===== config.mk =====
export PLATFORM = sky130hd
export DESIGN_NAME = nlm_blend_out_flat
export DESIGN_NICKNAME = d
export VERILOG_FILES = /design/src/rtl/nlm_blend_out_if.sv /design/src/rtl/nlm_blend_out.sv /design/src/flat_wrapper.sv
export SDC_FILE = /design/constraint.sdc
export NUM_CORES = 1
export LEC_CHECK = 0
export BUFFER_PORTS_ARGS = -buffer_cell sky130_fd_sc_hd__buf_2
export CORE_MARGIN = 8
export CORE_UTILIZATION = 36
export DETAILED_ROUTE_END_ITERATION = 6
export GPL_TIMING_DRIVEN = 0
export SETUP_SLACK_MARGIN = 0.15
export SKIP_LAST_GASP = 1
export SYNTH_ARGS = -nofsm -noshare
export SYNTH_HDL_FRONTEND = slang
export SYNTH_SLANG_ARGS = --single-unit

===== constraint.sdc =====
create_clock -name clk -period 7.2 [get_ports clk]
set_clock_uncertainty 0.2 [all_clocks]
set_input_delay 0.36 -clock clk [delete_from_list [all_inputs] [get_ports clk]]
set_output_delay 0.36 -clock clk [all_outputs]
set_load 0.05 [all_outputs]

===== src/rtl/nlm_blend_out_if.sv =====
// Valid/ready output stream of the NLM blend stage: one pixel word plus frame markers.
interface nlm_blend_out_if #(
  parameter int unsigned DATA_WIDTH = 12
);
  logic                  valid;
  logic                  ready;
  logic [DATA_WIDTH-1:0] data;
  logic                  sof;
  logic                  eol;
  logic                  eof;

  modport master (output valid, data, sof, eol, eof, input ready);
  modport slave  (input valid, data, sof, eol, eof, output ready);
endinterface


===== src/rtl/nlm_blend_out.sv =====
// NLM output stage: blends denoised/original pixels with a per-frame strength, re-derives
// SOF/EOL/EOF from a frame/line counter and buffers words in a first-word-fall-through FIFO.
module nlm_blend_out #(
  parameter int unsigned DATA_WIDTH   = 12,
  parameter int unsigned IMAGE_WIDTH  = 1920,
  parameter int unsigned IMAGE_HEIGHT = 1080,
  parameter int unsigned FIFO_DEPTH   = 16
) (
  input  logic                          clk,
  input  logic                          rst_n,
  input  logic                          valid_i,
  input  logic [DATA_WIDTH-1:0]         pix_original_i,
  input  logic [DATA_WIDTH-1:0]         pix_denoise_i,
  input  logic                          frame_sync_i,
  input  logic                          line_sync_i,
  input  logic [4:0]                    alpha_i,
  input  logic                          bypass_i,
  input  logic                          err_clr_i,
  nlm_blend_out_if.master               m,
  output logic [$clog2(FIFO_DEPTH):0]   fifo_level_o,
  output logic                          overflow_o,
  output logic                          geom_err_o
);
  localparam int unsigned ColW  = $clog2(IMAGE_WIDTH + 1);
  localparam int unsigned RowW  = $clog2(IMAGE_HEIGHT + 1);
  localparam int unsigned AddrW = $clog2(FIFO_DEPTH);
  localparam int unsigned LvlW  = AddrW + 1;
  localparam int unsigned ProdW = DATA_WIDTH + 5;
  localparam int unsigned WordW = DATA_WIDTH + 3;
  localparam logic [ColW-1:0] LastCol = ColW'(IMAGE_WIDTH - 1);
  localparam logic [RowW-1:0] LastRow = RowW'(IMAGE_HEIGHT - 1);
  localparam logic [LvlW-1:0] LvlFull = LvlW'(FIFO_DEPTH);

  typedef enum logic {StIdle, StActive} state_e;

  state_e          state_q, state_d;
  logic [ColW-1:0] col_q, col_d, col_cur;
  logic [RowW-1:0] row_q, row_d, row_cur;
  logic [4:0]      alpha_q, alpha_d, alpha_sat, a_eff;
  logic            bypass_q, bypass_d;
  logic            accept, sof, eol, eof, geom_evt;

  logic             s1_valid_q, s1_sof_q, s1_eol_q, s1_eof_q;
  logic [ProdW-1:0] s1_prod_dn_q, s1_prod_org_q, prod_dn_d, prod_org_d;
  logic             s2_valid_q;
  logic [WordW-1:0] s2_word_q, s2_word_d;

  logic [WordW-1:0] mem_q [FIFO_DEPTH];
  logic [AddrW-1:0] wr_ptr_q, wr_ptr_d, rd_ptr_q, rd_ptr_d;
  logic [LvlW-1:0]  count_q, count_d;
  logic             rd_en, wr_en, ovf_evt;
  logic             overflow_q, overflow_d, geom_err_q, geom_err_d;
  logic [WordW-1:0] head;

  // Strength is taken from the live inputs on the SOF pixel so that pixel already uses it.
  always_comb begin
    alpha_sat  = (alpha_i > 5'd16) ? 5'd16 : alpha_i;
    alpha_d    = (valid_i && frame_sync_i) ? alpha_sat : alpha_q;
    bypass_d   = (valid_i && frame_sync_i) ? bypass_i : bypass_q;
    a_eff      = bypass_d ? 5'd0 : alpha_d;
    prod_dn_d  = ProdW'(pix_denoise_i) * ProdW'(a_eff);
    prod_org_d = ProdW'(pix_original_i) * ProdW'(5'd16 - a_eff);
  end

  always_comb begin
    state_d  = state_q;
    col_d    = col_q;
    row_d    = row_q;
    col_cur  = col_q;
    row_cur  = row_q;
    accept   = 1'b0;
    sof      = 1'b0;
    eol      = 1'b0;
    eof      = 1'b0;
    geom_evt = 1'b0;
    if (valid_i) begin
      case (state_q)
        StIdle: begin
          if (frame_sync_i) begin
            accept  = 1'b1;
            sof     = 1'b1;
            col_cur = '0;
            row_cur = '0;
          end else begin
            geom_evt = 1'b1;
          end
        end
        StActive: begin
          accept = 1'b1;
          if (frame_sync_i) begin
            sof      = 1'b1;
            col_cur  = '0;
            row_cur  = '0;
            geom_evt = 1'b1;
          end else if (line_sync_i && col_q != '0) begin
            col_cur  = '0;
            geom_evt = 1'b1;
          end else if (!line_sync_i && col_q == '0) begin
            geom_evt = 1'b1;
          end
        end
        default: ;
      endcase
      if (accept) begin
        eol     = (col_cur == LastCol);
        eof     = eol && (row_cur == LastRow);
        state_d = eof ? StIdle : StActive;
        if (eol) begin
          col_d = '0;
          row_d = eof ? '0 : row_cur + RowW'(1);
        end else begin
          col_d = col_cur + ColW'(1);
          row_d = row_cur;
        end
      end
    end
  end

  // Rounded blend cannot exceed max(dn, org), so the shifted sum fits DATA_WIDTH.
  always_comb begin
    s2_word_d = {s1_sof_q, s1_eol_q, s1_eof_q,
                 DATA_WIDTH'((s1_prod_dn_q + s1_prod_org_q + ProdW'(8)) >> 4)};
  end

  always_comb begin
    rd_en      = (count_q != '0) && m.ready;
    wr_en      = s2_valid_q && ((count_q != LvlFull) || rd_en);
    ovf_evt    = s2_valid_q && (count_q == LvlFull) && !rd_en;
    wr_ptr_d   = wr_en ? wr_ptr_q + AddrW'(1) : wr_ptr_q;
    rd_ptr_d   = rd_en ? rd_ptr_q + AddrW'(1) : rd_ptr_q;
    count_d    = count_q;
    if (wr_en && !rd_en) begin
      count_d = count_q + LvlW'(1);
    end else if (!wr_en && rd_en) begin
      count_d = count_q - LvlW'(1);
    end
    overflow_d = ovf_evt || (overflow_q && !err_clr_i);
    geom_err_d = geom_evt || (geom_err_q && !err_clr_i);
  end

  always_ff @(posedge clk or negedge rst_n) begin
    if (!rst_n) begin
      state_q       <= StIdle;
      col_q         <= '0;
      row_q         <= '0;
      alpha_q       <= '0;
      bypass_q      <= 1'b0;
      s1_valid_q    <= 1'b0;
      s1_sof_q      <= 1'b0;
      s1_eol_q      <= 1'b0;
      s1_eof_q      <= 1'b0;
      s1_prod_dn_q  <= '0;
      s1_prod_org_q <= '0;
      s2_valid_q    <= 1'b0;
      s2_word_q     <= '0;
      wr_ptr_q      <= '0;
      rd_ptr_q      <= '0;
      count_q       <= '0;
      overflow_q    <= 1'b0;
      geom_err_q    <= 1'b0;
    end else begin
      state_q       <= state_d;
      col_q         <= col_d;
      row_q         <= row_d;
      alpha_q       <= alpha_d;
      bypass_q      <= bypass_d;
      s1_valid_q    <= accept;
      s1_sof_q      <= sof;
      s1_eol_q      <= eol;
      s1_eof_q      <= eof;
      s1_prod_dn_q  <= prod_dn_d;
      s1_prod_org_q <= prod_org_d;
      s2_valid_q    <= s1_valid_q;
      s2_word_q     <= s2_word_d;
      wr_ptr_q      <= wr_ptr_d;
      rd_ptr_q      <= rd_ptr_d;
      count_q       <= count_d;
      overflow_q    <= overflow_d;
      geom_err_q    <= geom_err_d;
    end
  end

  always_ff @(posedge clk) begin
    if (wr_en) begin
      mem_q[wr_ptr_q] <= s2_word_q;
    end
  end

  // Head word is gated so every stream output reads 0 while the FIFO is empty.
  assign head         = (count_q != '0) ? mem_q[rd_ptr_q] : '0;
  assign m.valid      = (count_q != '0);
  assign m.data       = head[DATA_WIDTH-1:0];
  assign m.sof        = head[WordW-1];
  assign m.eol        = head[WordW-2];
  assign m.eof        = head[WordW-3];
  assign fifo_level_o = count_q;
  assign overflow_o   = overflow_q;
  assign geom_err_o   = geom_err_q;
endmodule

===== src/flat_wrapper.sv =====
// flat-port wrapper written by rule: the top's interface ports become plain ports
module nlm_blend_out_flat 
#(
  parameter int unsigned DATA_WIDTH   = 12,
  parameter int unsigned IMAGE_WIDTH  = 1920,
  parameter int unsigned IMAGE_HEIGHT = 1080,
  parameter int unsigned FIFO_DEPTH   = 16
)
  (clk, rst_n, valid_i, pix_original_i, pix_denoise_i, frame_sync_i, line_sync_i, alpha_i, bypass_i, err_clr_i, fifo_level_o, overflow_o, geom_err_o, m_valid, m_data, m_sof, m_eol, m_eof, m_ready);
  nlm_blend_out_if #(.DATA_WIDTH(DATA_WIDTH)) m_i ();
  input  logic clk;
  input  logic rst_n;
  input  logic valid_i;
  input  logic [DATA_WIDTH-1:0] pix_original_i;
  input  logic [DATA_WIDTH-1:0] pix_denoise_i;
  input  logic frame_sync_i;
  input  logic line_sync_i;
  input  logic [4:0] alpha_i;
  input  logic bypass_i;
  input  logic err_clr_i;
  output logic [$clog2(FIFO_DEPTH):0] fifo_level_o;
  output logic overflow_o;
  output logic geom_err_o;
  output wire logic [$bits(m_i.valid)-1:0] m_valid;
  output wire logic [$bits(m_i.data)-1:0] m_data;
  output wire logic [$bits(m_i.sof)-1:0] m_sof;
  output wire logic [$bits(m_i.eol)-1:0] m_eol;
  output wire logic [$bits(m_i.eof)-1:0] m_eof;
  input wire logic [$bits(m_i.ready)-1:0] m_ready;
  assign m_valid = m_i.valid;
  assign m_data = m_i.data;
  assign m_sof = m_i.sof;
  assign m_eol = m_i.eol;
  assign m_eof = m_i.eof;
  assign m_i.ready = m_ready;
  nlm_blend_out #(.DATA_WIDTH(DATA_WIDTH), .IMAGE_WIDTH(IMAGE_WIDTH), .IMAGE_HEIGHT(IMAGE_HEIGHT), .FIFO_DEPTH(FIFO_DEPTH)) u_core (.clk(clk), .rst_n(rst_n), .valid_i(valid_i), .pix_original_i(pix_original_i), .pix_denoise_i(pix_denoise_i), .frame_sync_i(frame_sync_i), .line_sync_i(line_sync_i), .alpha_i(alpha_i), .bypass_i(bypass_i), .err_clr_i(err_clr_i), .m(m_i), .fifo_level_o(fifo_level_o), .overflow_o(overflow_o), .geom_err_o(geom_err_o));
endmodule

# Word-level counts from Yosys, hierarchy flattened

Memory sizes are Yosys's and may differ from the RTL's.
Cells that the tools add are included.
W data, S select, Z words.

Flip-flop bits (word level): 96
Bits in writable memories: 240
Logic and storage cells: 95
Input bits: 37
Output and inout port bits: 23
Memories: 1

Bitwise logic cells: 1
Add/sub/neg operators: 9
Reduce and logical (&&, ||, !) cells: 24
Equal/unequal tests: 4
Multiplexer cells: 35
Order comparisons: 1
Multiply operators: 2

Memory list:

| name         | words | bits a word | read ports | clocked after memory_dff | write ports | RTL line            | text |
|---|---|---|---|---|---|---|---|
| u_core.mem_q | 16    | 15          | 1          | 0                        | 1           | nlm_blend_out.sv:48 | `logic [WordW-1:0] mem_q [FIFO_DEPTH];` |

Operator list:

| kind                    | number |
|---|---|
| $mux W11                | 9 |
| $mux W5                 | 5 |
| $add A11 B1 Y11 const B | 2 |
| $eq A11 B11 Y1 const B  | 2 |
| $pmux W11 S2            | 1 |
| $mul A12 B17 Y16        | 1 |
| $mux W1                 | 17 |
| $add A16 B16 Y16        | 1 |
| $add A16 B4 Y16 const B | 1 |
| $mul A12 B5 Y16         | 1 |
| $mux W15                | 1 |
| $logic_and A1 B1 Y1     | 12 |
| $logic_not A11 Y1       | 1 |
| $reduce_bool A11 Y1     | 1 |
| $add A4 B1 Y4 const B   | 2 |
| $sub A5 B5 Y6 const A   | 1 |
| $add A5 B1 Y5 const B   | 1 |
| $eq A5 B5 Y1 const B    | 1 |
| $gt A5 B5 Y1 const B    | 1 |
| $ne A5 B5 Y1 const B    | 1 |
| $reduce_bool A5 Y1      | 1 |
| $sub A5 B1 Y5 const B   | 1 |
| $logic_not A1 Y1        | 4 |
| $pmux W1 S2             | 2 |
| other kinds (4)         | 6 |

# Depth between registers and ports, before layout

Word-level depth: 10
Mapped depth: 28
Gate-level depth less buffers: 25

# Worst setup path after synthesis

OpenSTA, ideal clock, no wires.

Kind: input to register
Start point: input port valid_i
End point: register u_core.s1_prod_org_q[15]
Stages on the path: 24
Slack: 820 ps
Data required time: 6875 ps
Arrival time: 6055 ps
Buffers on the path: 3
Setup time: 125 ps
Path through: clkbuf_1 -> nand2_1 -> a31oi_1 -> clkbuf_1 -> ha_1 -> inv_1 -> nor3_1 -> xnor2_1 -> clkbuf_1 -> nand2_1 -> fa_1 -> fa_1 -> inv_1 -> fa_1 -> fa_1 -> inv_1 -> fa_1 -> inv_1 -> ha_1 -> nand3_1 -> nand2_1 -> a41o_1 -> o41a_1 -> xnor2_1

Longest elaborated chain between the ends: 5
Elaborated cells between the ends (all ways): 6
Classes of those cells: add/sub (1); mul (1); mux (3); reduce/logical (1)

Ends and longest elaborated chain:

| item                                      | RTL line                                 | text |
|---|---|---|
| start, declared                           | flat_wrapper.sv:13                       | `input logic valid_i;` |
| $logic_and A1 B1 Y1 *                     | nlm_blend_out.sv:58, nlm_blend_out.sv:59 |  |
| $mux W5 / $mux W1 (equally long branches) | nlm_blend_out.sv:58, nlm_blend_out.sv:59 |  |
| $mux W5 *                                 | nlm_blend_out.sv:60                      | `a_eff = bypass_d ? 5'd0 : alpha_d;` |
| $sub A5 B5 Y6 *                           | nlm_blend_out.sv:62                      | `prod_org_d = ProdW'(pix_original_i) * ProdW'(5'd16 - a_eff);` |
| $mul A12 B17 Y16 *                        | nlm_blend_out.sv:62                      |  |
| via u_core.prod_org_d[15]                 | nlm_blend_out.sv:44                      | `logic [ProdW-1:0] s1_prod_dn_q, s1_prod_org_q, prod_dn_d, prod_org_d;` |
| end signal, assigned                      | nlm_blend_out.sv:172                     | `s1_prod_org_q <= prod_org_d;` |
| end, declared                             | nlm_blend_out.sv:44                      |  |

Mark *: on every way through the listed nets, which the timed path passes. The rest lies on a longest branch.
A chain may end at the register's enable or synchronous reset.

# Final worst setup path

Start point: register u_core.bypass_q
End point: register u_core.s1_prod_org_q[15]

Longest elaborated chain between the ends: 4

Ends and longest elaborated chain:

| item                      | RTL line             | text |
|---|---|---|
| start, declared           | nlm_blend_out.sv:40  | `logic bypass_q, bypass_d;` |
| start signal, assigned    | nlm_blend_out.sv:166 | `bypass_q <= bypass_d;` |
| $mux W1                   | nlm_blend_out.sv:59  | `bypass_d = (valid_i && frame_sync_i) ? bypass_i : bypass_q;` |
| $mux W5                   | nlm_blend_out.sv:60  |  |
| $sub A5 B5 Y6             | nlm_blend_out.sv:62  |  |
| $mul A12 B17 Y16          | nlm_blend_out.sv:62  |  |
| via u_core.prod_org_d[15] | nlm_blend_out.sv:44  |  |

The timed path passes the listed nets, and every way through them passes these cells.

==> key figures <==
Die
  – Core area: 0.0509 mm^2
  – Die width: 242 um
  – Chip Height: 242 um
  – IO Pins: 60
  – FP Rows: 83
  – Initial cell density of the core: 0.361
  – Total die area: 0.0586 mm^2

Placement
  – Routability cong.: 0.788
  – Area after DPL: 0.0198 mm^2
  – Pre-CTS setup slack: -0.560 ns
  – # placed instances: 2,093
  – HPWL after DPL: 28,500 um
  – I/O Buffers: 58

Timing
  – Fin crit share: 0.917
  – Endpoints failing hold: 0
  – Final setup vio count: 0
  – Final Max Tran Viols: 0
  – Fmax: 0.151 GHz
  – Rel. slew slack: 0.350
  – Shortest period the worst path allows: 6.60 ns
  – Slew @ Worst Pin: 0.975 ns
  – Unrepaired setup endpoints after global routing: yes
  – Final WS setup: 0.599 ns

Setup path
  – Slowest-stage cell, CP: fa_1
  – Data arrival time of the worst path: 6.78 ns
  – CP max FO: 10
  – Critical path capture point type: flip-flop
  – Crit-path cells: inv_1 -> a32o_2 -> clkbuf_2 -> inv_1 -> ha_1 -> inv_1 -> nor3_1 -> xnor2_2 -> clkbuf_2 -> nand2_1 -> fa_1 -> fa_1 -> inv_1 -> fa_1 -> fa_1 -> inv_1 -> fa_1 -> inv_1 -> ha_1 -> nand3_1 -> nand2_1 -> a41o_1 -> o41a_1 -> xnor2_1
  – WP data required: 7.38 ns
  – Flop2flop setup slack: 0.60 ns
  – Critical path class: flip-flop to flip-flop
  – CP most frequent cell: inv_1
  – Setup crit start kind: flip-flop
  – Worst-case reg-to-reg path depth: 24
  – Max stage delay on crit path: 0.55 ns

Drt
  – Routed WL: 38,900 um
  – Initial drt markers: 589
  – Via/cell ratio: 4.87
  – Vias: 10,539
  – Drt pass-1 iters: 5
  – Antenna Violating Nets Remaining: 0
  – Routed len/inst: 18.0 um
  – DRC errors left: 0

Clock tree
  – Clock Sink Count: 336
  – CTS buffer count: 35
  – Root Driver: clkbuf_16
  – CTS H-Tree Depth: 2
  – CTS clk-pin slew, worst paths: 0.06 ns
  – CTS tree: done
  – Max Root-Sink Buffers: 3
  – Worst-Skew Late Latency: 0.52 ns

Run status
  – Outcome: finished clean

Layout
  – Design area: 0.0211 mm^2
  – Area growth, synth to finish: 14.5%
  – Final Non-Filler Cells: 2,164
  – FILL cells: 4,770
  – Share of post-route cells with drive strength above 1: 0.175
  – Diodes inserted: 0
  – Final #Nets: 1,687

GRT
  – Initial antenna violation count: 0
  – First-pass GRT wire length: 62,600 um
  – Largest net degree at the start of global routing: 57
  – Number of global-route vias before repair: 11,443
  – Grt total ovfl: 0
  – Tot GR Track Use: 0.133

Power and ir drop
  – Worst IR drop on VDD: 0.303 mV
  – Pwr/cell area: 425 mW/mm^2
  – LEAKAGE: 8.50 nW

Logic synthesis
  – Synth unique cells: 66
  – Yosys reg bits: 336
  – Synth top area cells: edfxtp_1, dfrtp_1, fa_1
  – Synth Warn #: 0
  – Cell count after synthesis: 1,338
  – Register area share after synthesis: 0.522
  – Post-synth EDFFs: 240
  – Most used DFF post-synth: edfxtp_1
  – Syn nets: 1,567
  – Ys async rst share: 0.286
  – Post-Synthesis Cell Area: 0.0184 mm^2
  – Post-synth top area share: 0.392
  – Synthesized area per cell: 13.7 um^2
  – Biggest area consumer among synthesized cells: edfxtp_1

Min path
  – HP Class: input port to flip-flop
  – Worst hold stages: 4

Job
  – Max_cap viols: 0
==> flip-flops by register name, indices dropped and copies added, names as in the netlist <==
name,flops
u_core.alpha_q,5
u_core.bypass_q,1
u_core.col_q,11
u_core.fifo_level_o,5
u_core.geom_err_o,1
u_core.mem_q,240
u_core.overflow_o,1
u_core.rd_ptr_q,4
u_core.row_q,11
u_core.s1_eof_q,1
u_core.s1_eol_q,1
u_core.s1_prod_dn_q,16
u_core.s1_prod_org_q,16
u_core.s1_sof_q,1
u_core.s1_valid_q,1
u_core.s2_valid_q,1
u_core.s2_word_q,15
u_core.state_q,1
u_core.wr_ptr_q,4
==> metal layers <==
metal,global-route usage,up-vias,wire [um]
met5,0,-,0
met4,0.0257,0,584
met3,0.0228,47,1680
met2,0.229,183,19100
met1,0.177,5346,17500
li1,-,4963,-
==> Yosys cell counts (all sizes together) (4+ instances only) <==
cell type / count
edfxtp: 240
inv: 156
nand2: 125
ha: 97
dfrtp: 96
fa: 95
mux4: 75
and2: 63
xnor2: 50
nor2: 44
o21ai: 39
clkbuf: 29
a21oi: 25
nor2b: 22
xor2: 16
nand3: 15
nand2b: 14
nor3: 14
buf: 13
a21o: 10
o31ai: 10
and3: 9
o21a: 8
nor4: 7
nand4: 6
mux2: 5
a32o: 4
or3: 4
==> cell families (layout without fill, tap and decap cells) <==
logic type      after synthesis  in the layout  share of synthesized area
fa+ha+maj                   192            192                      0.169
xor+xnor                     66             66                     0.0314
simple gates                335            335                     0.0917
flops                       336            336                      0.522
buf+inv                     198            344                     0.0414
mux                          81             81                     0.0954
compound gates              130            130                     0.0482
==> timing repair <==
| action | in CTS | in global routing |
|---|---|---|
| setup buffers | 0 | 0 |
| hold buffers | 7 | 1 |
| endpoints found under the setup margin | 2 | 4 |
| endpoints found under the hold margin | 46 | 1 |
| resized for setup | 2 | 17 |
==> layout make-up <==
cell class | instances | area [um^2] | area share
Inverter | 156 | 586 | 0.0278
Timing Repair Buffer | 83 | 611 | 0.0290
Buffer | 42 | 185 | 0.00879
Multi-Input combinational cell | 804 | 8110 | 0.385
Tap cell | 680 | 851 | 0.0404
Clock inverter | 14 | 143 | 0.00677
Clock buffer | 49 | 978 | 0.0464
Sequential cell | 336 | 9610 | 0.456
==> power breakdown <==
group / total [mW] / switching (mW) / internal, mW
Clock: 1.77 / 0.736 / 1.03
Sequential: 2.83 / 0.251 / 2.58
Combinational: 4.36 / 2.54 / 1.81
Total: 8.96 / 3.53 / 5.43
==> critical path: cells and delay by family, from the launching register on <==
kind | cells | cell delay (ns)
AND/OR/NAND/NOR | 4 | 0.58
flip-flops | 1 | 0.38
XOR/XNOR | 2 | 0.48
adder cells (fa/ha/maj) | 7 | 3.02
AO/OA/AOI/OAI | 3 | 0.90
buffers and inverters | 8 | 0.94
==> cells in the final DEF (no fill, tap or decap), drive strengths merged, types with 8 or more instances in the layout <==
cell type and count:
a21o 10, a21oi 25, and2 63, and3 9
buf 88, clkbuf 78, clkinv 8, dfrtp 96
dlygate4sd3 8, edfxtp 240, fa 95, ha 97
inv 159, mux4 75, nand2 125, nand2b 14
nand3 15, nor2 44, nor2b 22, nor3 14
o21a 8, o21ai 39, o31ai 10, xnor2 50
xor2 16
==> final timing paths <==
| check | start | to |
|---|---|---|
| max | u_core.bypass_q | u_core.s1_prod_org_q[15] |
| min | alpha_i[3] | u_core.alpha_q[3] |
| max reg2reg | u_core.bypass_q | u_core.s1_prod_org_q[15] |
| min reg2reg | u_core.s1_valid_q | u_core.s2_valid_q |
| max in group asynchronous | rst_n | u_core.s1_prod_org_q[3] |
| min in group asynchronous | rst_n | u_core.rd_ptr_q[3] |
==> stage by stage <==
stage | power, mW | hold slack, ns | setup TNS, ns | util
floorplan | 6.06 | -0.136 | 0 | -
global placement | 7.18 | 0.135 | -1.83 | 0.384
detailed placement | 7.33 | 0.136 | -1.65 | 0.390
CTS | 9.13 | 0.00503 | 0 | 0.413
global route | 9.66 | 0.0391 | 0 | 0.414
finish | 8.96 | 0.0356 | 0 | 0.414
No activity file was read; power rests on OpenSTA's default activity.
